<file path="config.mk">
export PLATFORM = sky130hd
export DESIGN_NAME = w25qxx_id_responder_flat
export DESIGN_NICKNAME = d
export VERILOG_FILES = /design/src/rtl/w25qxx_id_responder_pkg.sv /design/src/rtl/w25qxx_id_responder_if.sv /design/src/rtl/w25qxx_id_responder_spi_edge_sync.sv /design/src/rtl/w25qxx_id_responder.sv /design/src/flat_wrapper.sv
export SDC_FILE = /design/constraint.sdc
export NUM_CORES = 1
export LEC_CHECK = 0
export BUFFER_PORTS_ARGS = -buffer_cell sky130_fd_sc_hd__buf_2
export CAP_MARGIN = 20
export CORE_MARGIN = 2
export CORE_UTILIZATION = 50
export CTS_CLUSTER_DIAMETER = 60
export CTS_CLUSTER_SIZE = 28
export DETAILED_ROUTE_END_ITERATION = 8
export HOLD_SLACK_MARGIN = 0.05
export PLACE_DENSITY = 0.69
export SLEW_MARGIN = 15
export SYNTH_ARGS = -nofsm -noshare
export SYNTH_HDL_FRONTEND = slang
export SYNTH_SLANG_ARGS = --single-unit
</file>
<file path="constraint.sdc">
create_clock -name sys_clk -period 2.49 [get_ports sys_clk]
set_input_delay 0.249 -clock sys_clk [delete_from_list [all_inputs] [get_ports sys_clk]]
set_output_delay 0.249 -clock sys_clk [all_outputs]
set_load 0.01 [all_outputs]
</file>
<file path="src/rtl/w25qxx_id_responder_pkg.sv">
`default_nettype none
// ============================================================================
//  Module   : w25qxx_pkg
//  Purpose  : Opcodes, header length and FSM encoding for the W25Qxx ID
//             responder.
//  Revision : 1.0
// ============================================================================
package w25qxx_pkg;

    localparam logic [7:0] OP_READ_ID    = 8'h90;
    localparam logic [7:0] OP_RELEASE_PD = 8'hAB;
    localparam logic [7:0] OP_JEDEC_ID   = 8'h9F;

    // Index of the last bit in the 24-bit address/dummy phase
    localparam logic [4:0] HDR_LAST_BIT  = 5'd23;
    localparam logic [4:0] CMD_LAST_BIT  = 5'd7;

    typedef enum logic [2:0] {
        ST_IDLE   = 3'd0,
        ST_CMD    = 3'd1,
        ST_ADDR   = 3'd2,
        ST_DUMMY  = 3'd3,
        ST_DATA   = 3'd4,
        ST_IGNORE = 3'd5
    } state_t;

endpackage
`default_nettype wire

</file>
<file path="src/rtl/w25qxx_id_responder_if.sv">
`default_nettype none
// ============================================================================
//  Module   : w25qxx_id_responder_if
//  Purpose  : SPI pad bundle between a flash-ID master and the responder.
//  Revision : 1.0
// ============================================================================
interface w25qxx_id_responder_if;
    logic spi_cs_n;
    logic spi_clk;
    logic spi_di;
    logic spi_do;
    logic spi_do_oe;

    modport master (output spi_cs_n, spi_clk, spi_di, input  spi_do, spi_do_oe);
    modport slave  (input  spi_cs_n, spi_clk, spi_di, output spi_do, spi_do_oe);
endinterface
`default_nettype wire

</file>
<file path="src/rtl/w25qxx_id_responder_spi_edge_sync.sv">
`default_nettype none
// ============================================================================
//  Module   : spi_edge_sync
//  Purpose  : Synchronizes CS/SCK/DI into sys_clk and emits one-cycle edge
//             pulses. SYNC_STAGES must be at least 2.
//  Revision : 1.0
// ============================================================================
module spi_edge_sync #(
    parameter int SYNC_STAGES = 2
) (
    input  wire logic sys_clk,
    input  wire logic sys_rst_n,
    input  wire logic spi_cs_n,
    input  wire logic spi_clk,
    input  wire logic spi_di,
    output logic      cs_n_sync,
    output logic      di_sync,
    output logic      sck_rise,
    output logic      sck_fall,
    output logic      cs_fall,
    output logic      cs_rise
);

    logic [SYNC_STAGES-1:0] r_cs_pipe;
    logic [SYNC_STAGES-1:0] r_sck_pipe;
    logic [SYNC_STAGES-1:0] r_di_pipe;
    logic                   r_cs_prev;
    logic                   r_sck_prev;

    // CS resets deasserted so no false falling edge appears out of reset
    always_ff @(posedge sys_clk or negedge sys_rst_n) begin
        if (!sys_rst_n) begin
            r_cs_pipe  <= '1;
            r_sck_pipe <= '0;
            r_di_pipe  <= '0;
            r_cs_prev  <= 1'b1;
            r_sck_prev <= 1'b0;
        end else begin
            r_cs_pipe  <= {r_cs_pipe[SYNC_STAGES-2:0], spi_cs_n};
            r_sck_pipe <= {r_sck_pipe[SYNC_STAGES-2:0], spi_clk};
            r_di_pipe  <= {r_di_pipe[SYNC_STAGES-2:0], spi_di};
            r_cs_prev  <= r_cs_pipe[SYNC_STAGES-1];
            r_sck_prev <= r_sck_pipe[SYNC_STAGES-1];
        end
    end

    assign cs_n_sync = r_cs_pipe[SYNC_STAGES-1];
    assign di_sync   = r_di_pipe[SYNC_STAGES-1];
    assign sck_rise  =  r_sck_pipe[SYNC_STAGES-1] & ~r_sck_prev;
    assign sck_fall  = ~r_sck_pipe[SYNC_STAGES-1] &  r_sck_prev;
    assign cs_fall   = ~r_cs_pipe[SYNC_STAGES-1]  &  r_cs_prev;
    assign cs_rise   =  r_cs_pipe[SYNC_STAGES-1]  & ~r_cs_prev;

endmodule
`default_nettype wire

</file>
<file path="src/rtl/w25qxx_id_responder.sv">
`default_nettype none
// ============================================================================
//  Module   : w25qxx_id_responder
//  Purpose  : SPI mode-0 target emulating W25Qxx ID commands (0x90, 0xAB and,
//             with W25QXX_JEDEC_EN defined, 0x9F).
//  Revision : 1.0
// ============================================================================
module w25qxx_id_responder
    import w25qxx_pkg::*;
#(
    parameter logic [7:0] MF_ID       = 8'hEF,
    parameter logic [7:0] DEV_ID      = 8'h14,
    parameter logic [7:0] MEM_TYPE    = 8'h40,
    parameter logic [7:0] CAPACITY    = 8'h15,
    parameter int         SYNC_STAGES = 2
) (
    input  wire logic             sys_clk,
    input  wire logic             sys_rst_n,
    w25qxx_id_responder_if.slave  spi,
    output logic                  cmd_valid,
    output logic [7:0]            cmd_code,
    output logic                  busy
);

    logic w_cs_n_s, w_di_s, w_sck_rise, w_sck_fall, w_cs_fall, w_cs_rise;

    spi_edge_sync #(.SYNC_STAGES(SYNC_STAGES)) u_edge_sync (
        .sys_clk   (sys_clk),
        .sys_rst_n (sys_rst_n),
        .spi_cs_n  (spi.spi_cs_n),
        .spi_clk   (spi.spi_clk),
        .spi_di    (spi.spi_di),
        .cs_n_sync (w_cs_n_s),
        .di_sync   (w_di_s),
        .sck_rise  (w_sck_rise),
        .sck_fall  (w_sck_fall),
        .cs_fall   (w_cs_fall),
        .cs_rise   (w_cs_rise)
    );

    state_t     r_state, w_state_next;
    logic [4:0] r_bit_cnt;
    logic [6:0] r_shift;
    logic [2:0] r_tx_bit;
    logic [1:0] r_byte_idx;
    logic [7:0] r_cmd_code;
    logic       r_cmd_valid;
    logic       r_spi_do;

    logic [7:0] w_opcode;
    logic [7:0] w_cur_byte;
    logic [1:0] w_idx_next;
    logic       w_op_done;
    logic       w_hdr_done;

    assign w_opcode   = {r_shift, w_di_s};
    assign w_op_done  = (r_state == ST_CMD) && w_sck_rise && (r_bit_cnt == CMD_LAST_BIT);
    assign w_hdr_done = ((r_state == ST_ADDR) || (r_state == ST_DUMMY)) && w_sck_rise
                        && (r_bit_cnt == HDR_LAST_BIT);

    // Byte table per opcode; the 0x9F row is harmless when DATA cannot be reached with it
    always_comb begin
        w_cur_byte = 8'h00;
        w_idx_next = 2'd0;
        case (r_cmd_code)
            OP_READ_ID: begin
                w_cur_byte = r_byte_idx[0] ? DEV_ID : MF_ID;
                w_idx_next = {1'b0, ~r_byte_idx[0]};
            end
            OP_RELEASE_PD: begin
                w_cur_byte = DEV_ID;
            end
            OP_JEDEC_ID: begin
                case (r_byte_idx)
                    2'd0:    w_cur_byte = MF_ID;
                    2'd1:    w_cur_byte = MEM_TYPE;
                    default: w_cur_byte = CAPACITY;
                endcase
                w_idx_next = (r_byte_idx == 2'd2) ? 2'd0 : r_byte_idx + 2'd1;
            end
            default: ;
        endcase
    end

    always_ff @(posedge sys_clk or negedge sys_rst_n) begin
        if (!sys_rst_n) r_state <= ST_IDLE;
        else            r_state <= w_state_next;
    end

    always_comb begin
        w_state_next = r_state;
        if (w_cs_rise) begin
            w_state_next = ST_IDLE;
        end else begin
            case (r_state)
                ST_IDLE: if (w_cs_fall) w_state_next = ST_CMD;
                ST_CMD: begin
                    if (w_op_done) begin
                        case (w_opcode)
                            OP_READ_ID:    w_state_next = ST_ADDR;
                            OP_RELEASE_PD: w_state_next = ST_DUMMY;
`ifdef W25QXX_JEDEC_EN
                            OP_JEDEC_ID:   w_state_next = ST_DATA;
`else
                            OP_JEDEC_ID:   w_state_next = ST_IGNORE;
`endif
                            default:       w_state_next = ST_IGNORE;
                        endcase
                    end
                end
                ST_ADDR, ST_DUMMY: if (w_hdr_done) w_state_next = ST_DATA;
                default: ;
            endcase
        end
    end

    always_ff @(posedge sys_clk or negedge sys_rst_n) begin
        if (!sys_rst_n) begin
            r_bit_cnt   <= 5'd0;
            r_shift     <= 7'd0;
            r_tx_bit    <= 3'd7;
            r_byte_idx  <= 2'd0;
            r_cmd_code  <= 8'h00;
            r_cmd_valid <= 1'b0;
            r_spi_do    <= 1'b0;
        end else begin
            r_cmd_valid <= 1'b0;
            if (w_cs_rise) begin
                r_bit_cnt  <= 5'd0;
                r_shift    <= 7'd0;
                r_tx_bit   <= 3'd7;
                r_byte_idx <= 2'd0;
                r_spi_do   <= 1'b0;
            end else begin
                case (r_state)
                    ST_IDLE: begin
                        // SCK edges coinciding with the CS fall are dropped here
                        if (w_cs_fall) begin
                            r_bit_cnt  <= 5'd0;
                            r_shift    <= 7'd0;
                            r_tx_bit   <= 3'd7;
                            r_byte_idx <= 2'd0;
                        end
                    end
                    ST_CMD: begin
                        if (w_sck_rise) begin
                            r_shift <= w_opcode[6:0];
                            if (r_bit_cnt == CMD_LAST_BIT) begin
                                r_cmd_code  <= w_opcode;
                                r_cmd_valid <= 1'b1;
                                r_bit_cnt   <= 5'd0;
                                r_tx_bit    <= 3'd7;
                                r_byte_idx  <= 2'd0;
                            end else begin
                                r_bit_cnt <= r_bit_cnt + 5'd1;
                            end
                        end
                    end
                    ST_ADDR, ST_DUMMY: begin
                        if (w_sck_rise) begin
                            if (r_bit_cnt == HDR_LAST_BIT) begin
                                r_bit_cnt  <= 5'd0;
                                r_tx_bit   <= 3'd7;
                                // addr[0] selects which ID leads the 0x90 sequence
                                r_byte_idx <= ((r_state == ST_ADDR) && w_di_s) ? 2'd1 : 2'd0;
                            end else begin
                                r_bit_cnt <= r_bit_cnt + 5'd1;
                            end
                        end
                    end
                    ST_DATA: begin
                        if (w_sck_fall) begin
                            r_spi_do <= w_cur_byte[r_tx_bit];
                            if (r_tx_bit == 3'd0) begin
                                r_tx_bit   <= 3'd7;
                                r_byte_idx <= w_idx_next;
                            end else begin
                                r_tx_bit <= r_tx_bit - 3'd1;
                            end
                        end
                    end
                    default: ;
                endcase
            end
        end
    end

    assign spi.spi_do    = r_spi_do;
    assign spi.spi_do_oe = (r_state == ST_DATA);
    assign cmd_valid     = r_cmd_valid;
    assign cmd_code      = r_cmd_code;
    assign busy          = ~w_cs_n_s;

endmodule
`default_nettype wire

</file>
<file path="src/flat_wrapper.sv">
// flat-port wrapper written by rule: the top's interface ports become plain ports
module w25qxx_id_responder_flat import w25qxx_pkg::*;
#(
    parameter logic [7:0] MF_ID       = 8'hEF,
    parameter logic [7:0] DEV_ID      = 8'h14,
    parameter logic [7:0] MEM_TYPE    = 8'h40,
    parameter logic [7:0] CAPACITY    = 8'h15,
    parameter int         SYNC_STAGES = 2
)
  (sys_clk, sys_rst_n, cmd_valid, cmd_code, busy, spi_spi_cs_n, spi_spi_clk, spi_spi_di, spi_spi_do, spi_spi_do_oe);
  w25qxx_id_responder_if spi_i ();
  input  wire logic sys_clk;
  input  wire logic sys_rst_n;
  output logic cmd_valid;
  output logic [7:0] cmd_code;
  output logic busy;
  input wire logic [$bits(spi_i.spi_cs_n)-1:0] spi_spi_cs_n;
  input wire logic [$bits(spi_i.spi_clk)-1:0] spi_spi_clk;
  input wire logic [$bits(spi_i.spi_di)-1:0] spi_spi_di;
  output wire logic [$bits(spi_i.spi_do)-1:0] spi_spi_do;
  output wire logic [$bits(spi_i.spi_do_oe)-1:0] spi_spi_do_oe;
  assign spi_i.spi_cs_n = spi_spi_cs_n;
  assign spi_i.spi_clk = spi_spi_clk;
  assign spi_i.spi_di = spi_spi_di;
  assign spi_spi_do = spi_i.spi_do;
  assign spi_spi_do_oe = spi_i.spi_do_oe;
  w25qxx_id_responder #(.MF_ID(MF_ID), .DEV_ID(DEV_ID), .MEM_TYPE(MEM_TYPE), .CAPACITY(CAPACITY), .SYNC_STAGES(SYNC_STAGES)) u_core (.sys_clk(sys_clk), .sys_rst_n(sys_rst_n), .spi(spi_i), .cmd_valid(cmd_valid), .cmd_code(cmd_code), .busy(busy));
endmodule
</file>
* Word level (Yosys, flattened, before mapping)
Index checks and enable logic that the tools add are counted.
** Word-level totals
- Input port bits :: 5
- Output and inout port bits :: 12
- Flip-flop bits (word level) :: 38
- Word-level logic and storage cells :: 121
** Cells by class
- Magnitude comparators :: 1
- Mux-type cells :: 50
- Equal/unequal tests :: 22
- Add/sub/neg operators :: 3
- Bitwise operators :: 10
- Reductions and logical operators :: 22
** Operator list (number)
- $eq A8 B8 Y1 const B :: 5
- $mux W3 :: 12
- $mux W5 :: 6
- $pmux W8 S3 :: 1
- $mux W7 :: 3
- $mux W2 :: 9
- $pmux W8 S2 :: 1
- $ne A3 B2 Y1 const B :: 5
- $pmux W5 S3 :: 1
- $pmux W7 S2 :: 1
- $pmux W3 S4 :: 1
- $reduce_and A4 Y1 :: 3
- $mux W1 :: 9
- $pmux W3 S3 :: 1
- $mux W8 :: 1
- $pmux W2 S4 :: 1
- $reduce_and A8 Y1 :: 1
- $reduce_and A7 Y1 :: 1
- $eq A3 B2 Y1 const B :: 2
- $logic_not A3 Y1 :: 2
- $ne A3 B1 Y1 const B :: 2
- $ne A3 B3 Y1 const B :: 2
- $not A1 Y1 :: 6
- $pmux W3 S2 :: 1
- 23 further kinds :: 31

* Depth between registers and ports, before layout
Gate-level depths: netlist of run 1.
- Word-level depth :: 8
- Mapped depth :: 8
- Depth with buffers taken out :: 7

* By module
Synthesis of run 1 repeated with hierarchy kept, for this count alone.
** Second synthesis, totals
- Cells, all modules :: 199
- Area, all modules :: 2055.7 um^2
** Modules (own cells, without submodules)
- w25qxx_id_responder :: times used 1, cells each 187, seq. area each 754.5 um^2, area an instance 1816.7 um^2
- spi_edge_sync :: times used 1, cells each 12, seq. area each 203.9 um^2, area an instance 239.0 um^2

* Worst setup path after synthesis of run 1
No wires, ideal clock.
- Path kind :: flip-flop to flip-flop
- Start :: register u_core.u_edge_sync.r_cs_prev
- End :: register u_core.r_spi_do, in the netlist u_core.spi.spi_do
- Data required time :: 2.413 ns
- Path slack :: 0.750 ns
- Path buffers :: 1
- Setup time :: 0.077 ns
- Data arrival time :: 1.663 ns
- Cell stages (with the launch flop) :: 9
- Period minus slack after synthesis :: 1.740 ns
- Cell sequence :: dfstp_2 inv_1 ha_1 buf_2 and2b_1 nand2_1 nor3b_1 o2111ai_1 a21oi_1
** On the way
- Word-level cells in the longest chain between the ends :: 4
- Elaborated cells between the ends (all ways) :: 6
- Classes of those cells :: mux: 1; bitwise: 2; reduce/logical: 3
** RTL lines
- from (decl) :: line w25qxx_id_responder_spi_edge_sync.sv:27 : logic r_cs_prev;
- from (signal assigned) :: line w25qxx_id_responder_spi_edge_sync.sv:42 : r_cs_prev <= r_cs_pipe[SYNC_STAGES-1];
- $not A1 Y1 (*) :: line w25qxx_id_responder_spi_edge_sync.sv:52 : assign cs_rise = r_cs_pipe[SYNC_STAGES-1] & ~r_cs_prev;
- $and A1 B1 Y1 (*) :: line w25qxx_id_responder_spi_edge_sync.sv:52
- $reduce_bool A2 Y1 (no line)
- $reduce_and A2 Y1 (no line)
- to (signal assigned) :: line w25qxx_id_responder.sv:173 : r_spi_do <= w_cur_byte[r_tx_bit];
- to (decl) :: line w25qxx_id_responder.sv:48 : logic r_spi_do;
Mark *: on every way between the ends. The rest lies on a longest branch, timed or not.
A chain may end at the register's enable or synchronous reset.

* Worst setup path after layout of run 1
- Start :: register u_core.u_edge_sync.r_cs_prev
- End :: register u_core.r_cmd_code[6], in the netlist u_core.cmd_code[6]
** On the way
- Word-level cells in the longest chain between the ends :: 4
** RTL lines
- $not A1 Y1 :: line w25qxx_id_responder_spi_edge_sync.sv:52
- $and A1 B1 Y1 :: line w25qxx_id_responder_spi_edge_sync.sv:52
- $not A1 Y1 (no line)
- $reduce_and A4 Y1 (no line)
- to (signal assigned) :: line w25qxx_id_responder.sv:149 : r_cmd_code <= w_opcode;
- to (decl) :: line w25qxx_id_responder.sv:46 : logic [7:0] r_cmd_code;
No other way between the ends.

==> results.json, run 1 <==
{
  "min-delay-path-class": "primary input to async pin",
  "nets_final": 230,
  "global_route.usage.total": 0.2114,
  "starting_drt_drc_count": 94,
  "setup-violations-final": 0,
  "total_neg_setup_slack_ns": 0,
  "grt_overflow_total": 0,
  "wl_per_cell_um": 15.93,
  "layout.cells.non_filler": 272,
  "setup.worst_path.start_class": "flip-flop",
  "drive_above_1_share": 0.2342,
  "antenna_found_initial": 0,
  "viasPerCell": 5.864,
  "grt_first_pass_wirelength_um": 7113,
  "yosys-top-cells-count": "32 x sky130_fd_sc_hd__dfrtp_1, 22 x sky130_fd_sc_hd__nand2_1, 17 x sky130_fd_sc_hd__o21ai_0",
  "synth.ff_latch_count": 38,
  "via_count_of_the_first_global_routing_pass": 1533,
  "ys.flop_type": "sky130_fd_sc_hd__dfrtp_1",
  "met1Wirelength_um": 1987,
  "routed.top_layer": "met4",
  "dp_cells": 263,
  "fillerInstances": 352,
  "yosysSeqAreaShare": 0.4714,
  "timing.critical_path.required_ns": 2.66,
  "max_clock_freq_ghz": 0.4652,
  "dp_worst_setup_slack_ns": 0.3629,
  "post_synth_main_area_contributors": "sky130_fd_sc_hd__dfrtp_1 39%, sky130_fd_sc_hd__dfstp_2 7.8%, sky130_fd_sc_hd__mux2_2 4.4%, sky130_fd_sc_hd__o21ai_0 4.2%, sky130_fd_sc_hd__nand2_1 4.1%",
  "slew_viol_final": 0,
  "synth_cell_types": 52,
  "dpl-instance-area_sq_um": 2146,
  "power_per_cell_area_nw_per_um2": 770.6,
  "timing.final.crit_share": 0.8633,
  "yosys.cell_count.top_type": "sky130_fd_sc_hd__dfrtp_1",
  "cts_made_buffers": 5,
  "final.setup_skew_ns": 0.01175,
  "finalWorstPathRequiredPeriod_ns": 2.150,
  "power_frac_clock": 0.250,
  "postLayoutSetupSlackWorst_ns": 0.3403,
  "tritoncts": "done",
  "dr_wl_met3_um": 131,
  "num_io_pins": 17,
  "post-synth-top-area-cell": "sky130_fd_sc_hd__dfrtp_1",
  "drc_errors": 0,
  "dieArea_sq_um": 4593,
  "finalHoldWorstSlack_ns": 0.04116,
  "tightestPinTransition_ns": 0.8172,
  "path_max_fanout": 13,
  "via_count": 1595,
  "post-layout-total-power_mw": 1.731,
  "placement_rows": 23,
  "routed_wirelength_um": 4332,
  "synthesis.nets": 212,
  "peakVddDrop_mv": 0.4994,
  "postCtsResizedCells": 0,
  "power.sequential.fraction": 0.439,
  "cell_at_the_root_of_the_clock_tree": "sky130_fd_sc_hd__clkbuf_8",
  "maximum_number_of_pins_on_one_net_before_global_route_repair": 39,
  "synth_area_per_cell_sq_um": 10.02,
  "areaGrowthSynthToFinish_pct": 10.46,
  "cts.sinks": 38,
  "firstDrtPassIters": 4,
  "internal-power_mw": 1.114,
  "core_region_area_sq_um": 3943,
  "p_switching_uw": 617.1,
  "final-hold-violation-count": 0,
  "postCtsSetupBuffers": 0,
  "die_y_um": 67.77,
  "final_core_utilization": 0.5697,
  "number_of_synthesized_flops_with_an_enable_pin": 0,
  "synth.yosys.warnings": 0,
  "grt_setup_unrepaired": "false",
  "max_cap_violations": 0,
  "synth_top_cell_area_share": 0.3938,
  "insertedDiodeCount": 0,
  "post_synthesis_instance_area_sq_um": 2033,
  "final_design_area_no_fill_sq_um": 2246,
  "detailed_placement_hpwl_um": 3110,
  "synthesis.instances": 203,
  "leakage_nw": 1.036,
  "p_comb_frac": 0.311,
  "relSlewSlack": 0.4552,
  "swShare": 0.3566,
  "run_status": "completed",
  "floorplan.initialDensity": 0.5157,
  "clkLatencyLatePin_ns": 0.29,
  "routed-wl-met2_um": 2126,
  "chipWidth_um": 67.77,
  "gp_routability_congestion": 0.8423,
  "crit_type": "flip-flop to flip-flop",
  "drt.antenna.violating_nets": 0,
  "worstPathArrival_ns": 2.32,
  "clkSlewWorstSetupHoldPaths_ns": 0.08,
  "timing.critical_path.to_type": "flip-flop",
  "clock_tree.buffer_depth": 2,
  "input_output_buffers": 16,
  "max_h_tree_level": 2,
  "async_flop_share": 1.000
}
-- critical path, stage by stage, from the launching register on --
cell and delay [ns]:
sky130_fd_sc_hd__dfstp_2 0.52, sky130_fd_sc_hd__inv_1 0.03, sky130_fd_sc_hd__ha_1 0.33, sky130_fd_sc_hd__nor3_1 0.24, sky130_fd_sc_hd__and2_1 0.37, sky130_fd_sc_hd__nand2_2 0.22
sky130_fd_sc_hd__mux2_2 0.32
-- power groups by stage --
stage	Clock [mW]	Combinational, mW	Sequential (mW)
2_1_floorplan	0	0.446	0.736
3_3_place_gp	0	0.507	0.765
3_5_place_dp	0	0.531	0.770
4_1_cts	0.447	0.537	0.759
5_1_grt	0.478	0.603	0.774
6_report	0.433	0.538	0.760
-- path summary, 6_finish.rpt --
path                       cells after the start                                to                              from  slack, ns
setup / recovery                               6                u_core.cmd_code[6]      u_core.u_edge_sync.r_cs_prev       0.34
hold / removal                                 1              u_core.r_byte_idx[1]                         sys_rst_n       0.04
setup reg to reg                               6                u_core.cmd_code[6]      u_core.u_edge_sync.r_cs_prev       0.34
hold reg to reg                                0  u_core.u_edge_sync.r_sck_pipe[1]  u_core.u_edge_sync.r_sck_pipe[0]       0.35
max in group asynchronous                      1               u_core.r_bit_cnt[0]                         sys_rst_n       1.91
min in group sys_clk                           1  u_core.u_edge_sync.r_sck_pipe[0]                       spi_spi_clk       0.07
-- flip-flops by register name (all words and copies together) (netlist names) --
signal                         cells
u_core.cmd_code                    8
u_core.r_shift                     7
u_core.r_bit_cnt                   5
u_core.r_state                     3
u_core.r_tx_bit                    3
u_core.r_byte_idx                  2
u_core.u_edge_sync.r_cs_pipe       2
u_core.u_edge_sync.r_di_pipe       2
u_core.u_edge_sync.r_sck_pipe      2
u_core.cmd_valid                   1
u_core.spi.spi_do                  1
u_core.u_edge_sync.r_cs_prev       1
u_core.u_edge_sync.r_sck_prev      1
-- area by class of cell --
| cell class | instances | area (sq um) | share of cell area |
|---|---|---|---|
| tap | 50 | 62.56 | 0.02786 |
| sequential | 38 | 958.4 | 0.4267 |
| inverter | 9 | 33.78 | 0.01504 |
| clock buffer | 8 | 90.09 | 0.04011 |
| multi-input combinational | 149 | 1003 | 0.4468 |
| timing repair buffer | 18 | 97.59 | 0.04345 |
-- layout by cell type, fill, tap and decap left out, types with 2 or more instances in the layout --
cell / instances
sky130_fd_sc_hd__o21ai_2: 2
sky130_fd_sc_hd__dfstp_2: 6
sky130_fd_sc_hd__buf_2: 16
sky130_fd_sc_hd__clkbuf_8: 6
sky130_fd_sc_hd__o21ai_0: 17
sky130_fd_sc_hd__nand2_1: 22
sky130_fd_sc_hd__o21ai_1: 4
sky130_fd_sc_hd__mux2_2: 8
sky130_fd_sc_hd__nand3b_1: 3
sky130_fd_sc_hd__and2_1: 3
sky130_fd_sc_hd__nor2_1: 10
sky130_fd_sc_hd__dfrtp_1: 32
sky130_fd_sc_hd__nor2_2: 3
sky130_fd_sc_hd__o211ai_1: 2
sky130_fd_sc_hd__a21oi_1: 4
sky130_fd_sc_hd__ha_1: 4
sky130_fd_sc_hd__nand2b_1: 6
sky130_fd_sc_hd__nor3_1: 3
sky130_fd_sc_hd__inv_1: 9
sky130_fd_sc_hd__or2_2: 2
sky130_fd_sc_hd__nor3b_1: 3
sky130_fd_sc_hd__mux2i_1: 2
sky130_fd_sc_hd__o2111ai_1: 2
sky130_fd_sc_hd__nand4_1: 4
sky130_fd_sc_hd__and3_1: 2
sky130_fd_sc_hd__a211oi_1: 3
sky130_fd_sc_hd__nor2b_1: 3
sky130_fd_sc_hd__nand3_1: 6
sky130_fd_sc_hd__o31ai_1: 2
sky130_fd_sc_hd__a32o_1: 2
sky130_fd_sc_hd__nor4_1: 4
sky130_fd_sc_hd__clkbuf_1: 2
sky130_fd_sc_hd__mux2_1: 3
-- cell families (layout without fill, tap and decap cells) --
kind of cell,Yosys count,count (layout),share of synthesized area
AOI/OAI and AO/OA,48,48,0.1600
adders and majority gates,4,4,0.02462
buffers and inverters,16,35,0.03508
DFF,38,38,0.4714
muxes,13,13,0.07077
and+or+nand+nor,84,84,0.2382
-- metal layers --
layer,up-vias,track usage
met3,9,0.03667
met2,35,0.3431
li1,776,-
met5,-,0
met4,0,0.1025
met1,775,0.2732
-- timing repair --
action | CTS | global route
setup endpoints to repair | 0 | 0
hold buffers | 0 | 1
hold endpoints to repair | 0 | 1
No activity file was read; power rests on OpenSTA's default activity.
==> run 2: changes to the inputs <==
--- a/config.mk
+++ b/config.mk
@@ -6,14 +6,14 @@
 export NUM_CORES = 1
 export LEC_CHECK = 0
 export BUFFER_PORTS_ARGS = -buffer_cell sky130_fd_sc_hd__buf_2
-export CAP_MARGIN = 20
+export CAP_MARGIN = 25
 export CORE_MARGIN = 2
 export CORE_UTILIZATION = 50
 export CTS_CLUSTER_DIAMETER = 60
 export CTS_CLUSTER_SIZE = 28
 export DETAILED_ROUTE_END_ITERATION = 8
 export HOLD_SLACK_MARGIN = 0.05
-export PLACE_DENSITY = 0.69
+export PLACE_DENSITY = 0.7
 export SLEW_MARGIN = 15
 export SYNTH_ARGS = -nofsm -noshare
 export SYNTH_HDL_FRONTEND = slang
==> run 2 against run 1 <==
Sequential cell count stayed put. Setup slack better by 0.044 ns. Via count is 2.8% lower. Global-route usage is 1.1 points lower. Hold slack better by 0.0048 ns. Clock-buffer cell count is 1 lower. Die area stayed put. Final cell count stayed put. Routed wire length is 6.4% lower. Critical path type unchanged. Critical endpoint unchanged. Highest routed layer unchanged.
==> results.json, run 2 (synthesized netlist as in run 1, its figures left out) <==
{
  "timing.critical_path.to_type": "flip-flop",
  "timing.critical_path.required_ns": 2.66,
  "routed_wirelength_um": 4054,
  "cts_made_buffers": 5,
  "clkSlewWorstSetupHoldPaths_ns": 0.08,
  "starting_drt_drc_count": 61,
  "nets_final": 230,
  "input_output_buffers": 16,
  "cp-startpoint": "u_core.u_edge_sync.r_cs_prev",
  "tritoncts": "done",
  "finalWorstPathRequiredPeriod_ns": 2.105,
  "core_region_area_sq_um": 3943,
  "multiInputGateArea_sq_um": 1003,
  "gp_routability_congestion": 0.8629,
  "dieArea_sq_um": 4593,
  "cell_at_the_root_of_the_clock_tree": "sky130_fd_sc_hd__clkbuf_8",
  "grtUsageMet2": 0.3113,
  "firstDrtPassIters": 4,
  "largest_reg_flops": 8,
  "worstPathBufferInverterCount": 1,
  "setup.worst_path.start_class": "flip-flop",
  "peakVddDrop_mv": 0.5305,
  "drt.antenna.violating_nets": 0,
  "layout_commonest_cell": "sky130_fd_sc_hd__dfrtp_1",
  "leakage_nw": 1.029,
  "insertedDiodeCount": 0,
  "worstPathArrival_ns": 2.28,
  "grt_overflow_total": 0,
  "relSlewSlack": 0.4421,
  "cts.sinks": 38,
  "areaGrowthSynthToFinish_pct": 10.15,
  "crit_slowest_cell": "sky130_fd_sc_hd__dfstp_2",
  "clock_tree.buffer_depth": 2,
  "global_route.usage.total": 0.2008,
  "most-common-layout-cells": "32 x sky130_fd_sc_hd__dfrtp_1, 22 x sky130_fd_sc_hd__nand2_1, 17 x sky130_fd_sc_hd__o21ai_0, 16 x sky130_fd_sc_hd__buf_2, 10 x sky130_fd_sc_hd__nor2_1",
  "chipWidth_um": 67.77,
  "sequential_cell_area_sq_um": 958.4,
  "gr-max-usage-layer": "met2",
  "wl_per_cell_um": 14.90,
  "worst-path-stages": 6,
  "setup-violations-final": 0,
  "worst_setup_slack_for_register_to_register_paths_ns": 0.38,
  "maximum_number_of_pins_on_one_net_before_global_route_repair": 39,
  "total_neg_setup_slack_ns": 0,
  "final-hold-violation-count": 0,
  "cp_slowest_stage_delay_ns": 0.51,
  "fillerInstances": 355,
  "antenna_found_initial": 0,
  "max_cap_violations": 0,
  "grt_first_pass_wirelength_um": 6941,
  "final.setup_skew_ns": 0.01266,
  "floorplan.initialDensity": 0.5157,
  "drc_errors": 0,
  "crit_type": "flip-flop to flip-flop",
  "max_h_tree_level": 2,
  "min-delay-path-class": "primary input to async pin",
  "rr_worst_depth": 6,
  "num_io_pins": 17,
  "final_core_utilization": 0.5681,
  "placement_rows": 23,
  "run_status": "completed",
  "detailed_placement_hpwl_um": 2933,
  "drive_above_1_share": 0.2342,
  "grt_use_met1": 0.2882,
  "timing.critical_path.to": "u_core.cmd_code[6]",
  "die_y_um": 67.77,
  "reg2reg_capture_point": "u_core.cmd_code[6]",
  "timing.critical_path.cells": "inv_1 > ha_1 > nor3_1 > and2_1 > nand2_2 > mux2_2",
  "clkLatencyLatePin_ns": 0.29,
  "grt_use_met3": 0.04000,
  "grt_setup_unrepaired": "false",
  "max_clock_freq_ghz": 0.4750,
  "postCtsSetupBuffers": 0,
  "crit_family": "simple AND/OR/NAND/NOR gates",
  "regToRegStartpoint": "u_core.u_edge_sync.r_cs_prev",
  "slew_viol_final": 0,
  "via_count_of_the_first_global_routing_pass": 1459,
  "via_count": 1551,
  "path_max_fanout": 13,
  "power_per_cell_area_nw_per_um2": 750.8,
  "timing.final.crit_share": 0.8455,
  "viasPerCell": 5.702,
  "tightestPinTransition_ns": 0.8368
}
==> run 2: cell types whose count changed in the layout (fill, tap and decap cells not counted), sizes merged <==
cell / delta
clkbuf: -1
clkinvlp: +1
==> run 2: area by class of cell <==
type                       instances  area share
multi-input combinational        149      0.4480
clock buffer                       7     0.03408
tap                               50     0.02793
inverter                           9     0.01508
clock inverter                     1    0.003352
timing repair buffer              18     0.04358
sequential                        38      0.4279
==> run 2: how the worst min path moves through the flow <==
stage                                                   to  slack (ns)  cells after the start
after floorplan                         u_core.cmd_code[0]       -0.05                      0
after global placement     u_core.u_edge_sync.r_di_pipe[1]        0.34                      0
after detailed placement  u_core.u_edge_sync.r_sck_pipe[1]        0.34                      0
after CTS                  u_core.u_edge_sync.r_di_pipe[0]        0.06                      1
after global routing      u_core.u_edge_sync.r_sck_pipe[0]        0.05                      1
final                                    u_core.spi.spi_do        0.05                      1
==> run 2: per-layer routing <==
metal / up-vias / share of wire
li1: 780 / -
met4: 0 / 0.0062
met5: - / 0
met2: 21 / 0.46
met3: 5 / 0.026
met1: 745 / 0.50
==> run 2: power breakdown <==
part	leakage (nW)	switching, mW	total [mW]	internal [mW]
combinational	0.496	0.302	0.504	0.202
clock	0.0385	0.206	0.404	0.198
sequential	0.494	0.0891	0.773	0.684
==> run 2: through the flow <==
step | hold WS, ns | cells | power [mW] | cell area (sq um) | worst slack (ns)
CTS | 0.05692 | 272 | 1.700 | 2240 | 0.3762
finish | 0.04600 | 272 | 1.682 | 2240 | 0.3848
detailed placement | 0.3418 | 263 | 1.290 | 2146 | 0.3741
global route | 0.05138 | 272 | 1.797 | 2240 | 0.2237
floorplan | -0.04659 | 203 | 1.182 | 2033 | 0.7497
global placement | 0.3358 | 263 | 1.283 | 2146 | 0.4227
==> run 2: repair_timing <==
item                      CTS  global route
hold buffers                1             0
gates resized for setup     0             0
hold endpoints to repair    1             0
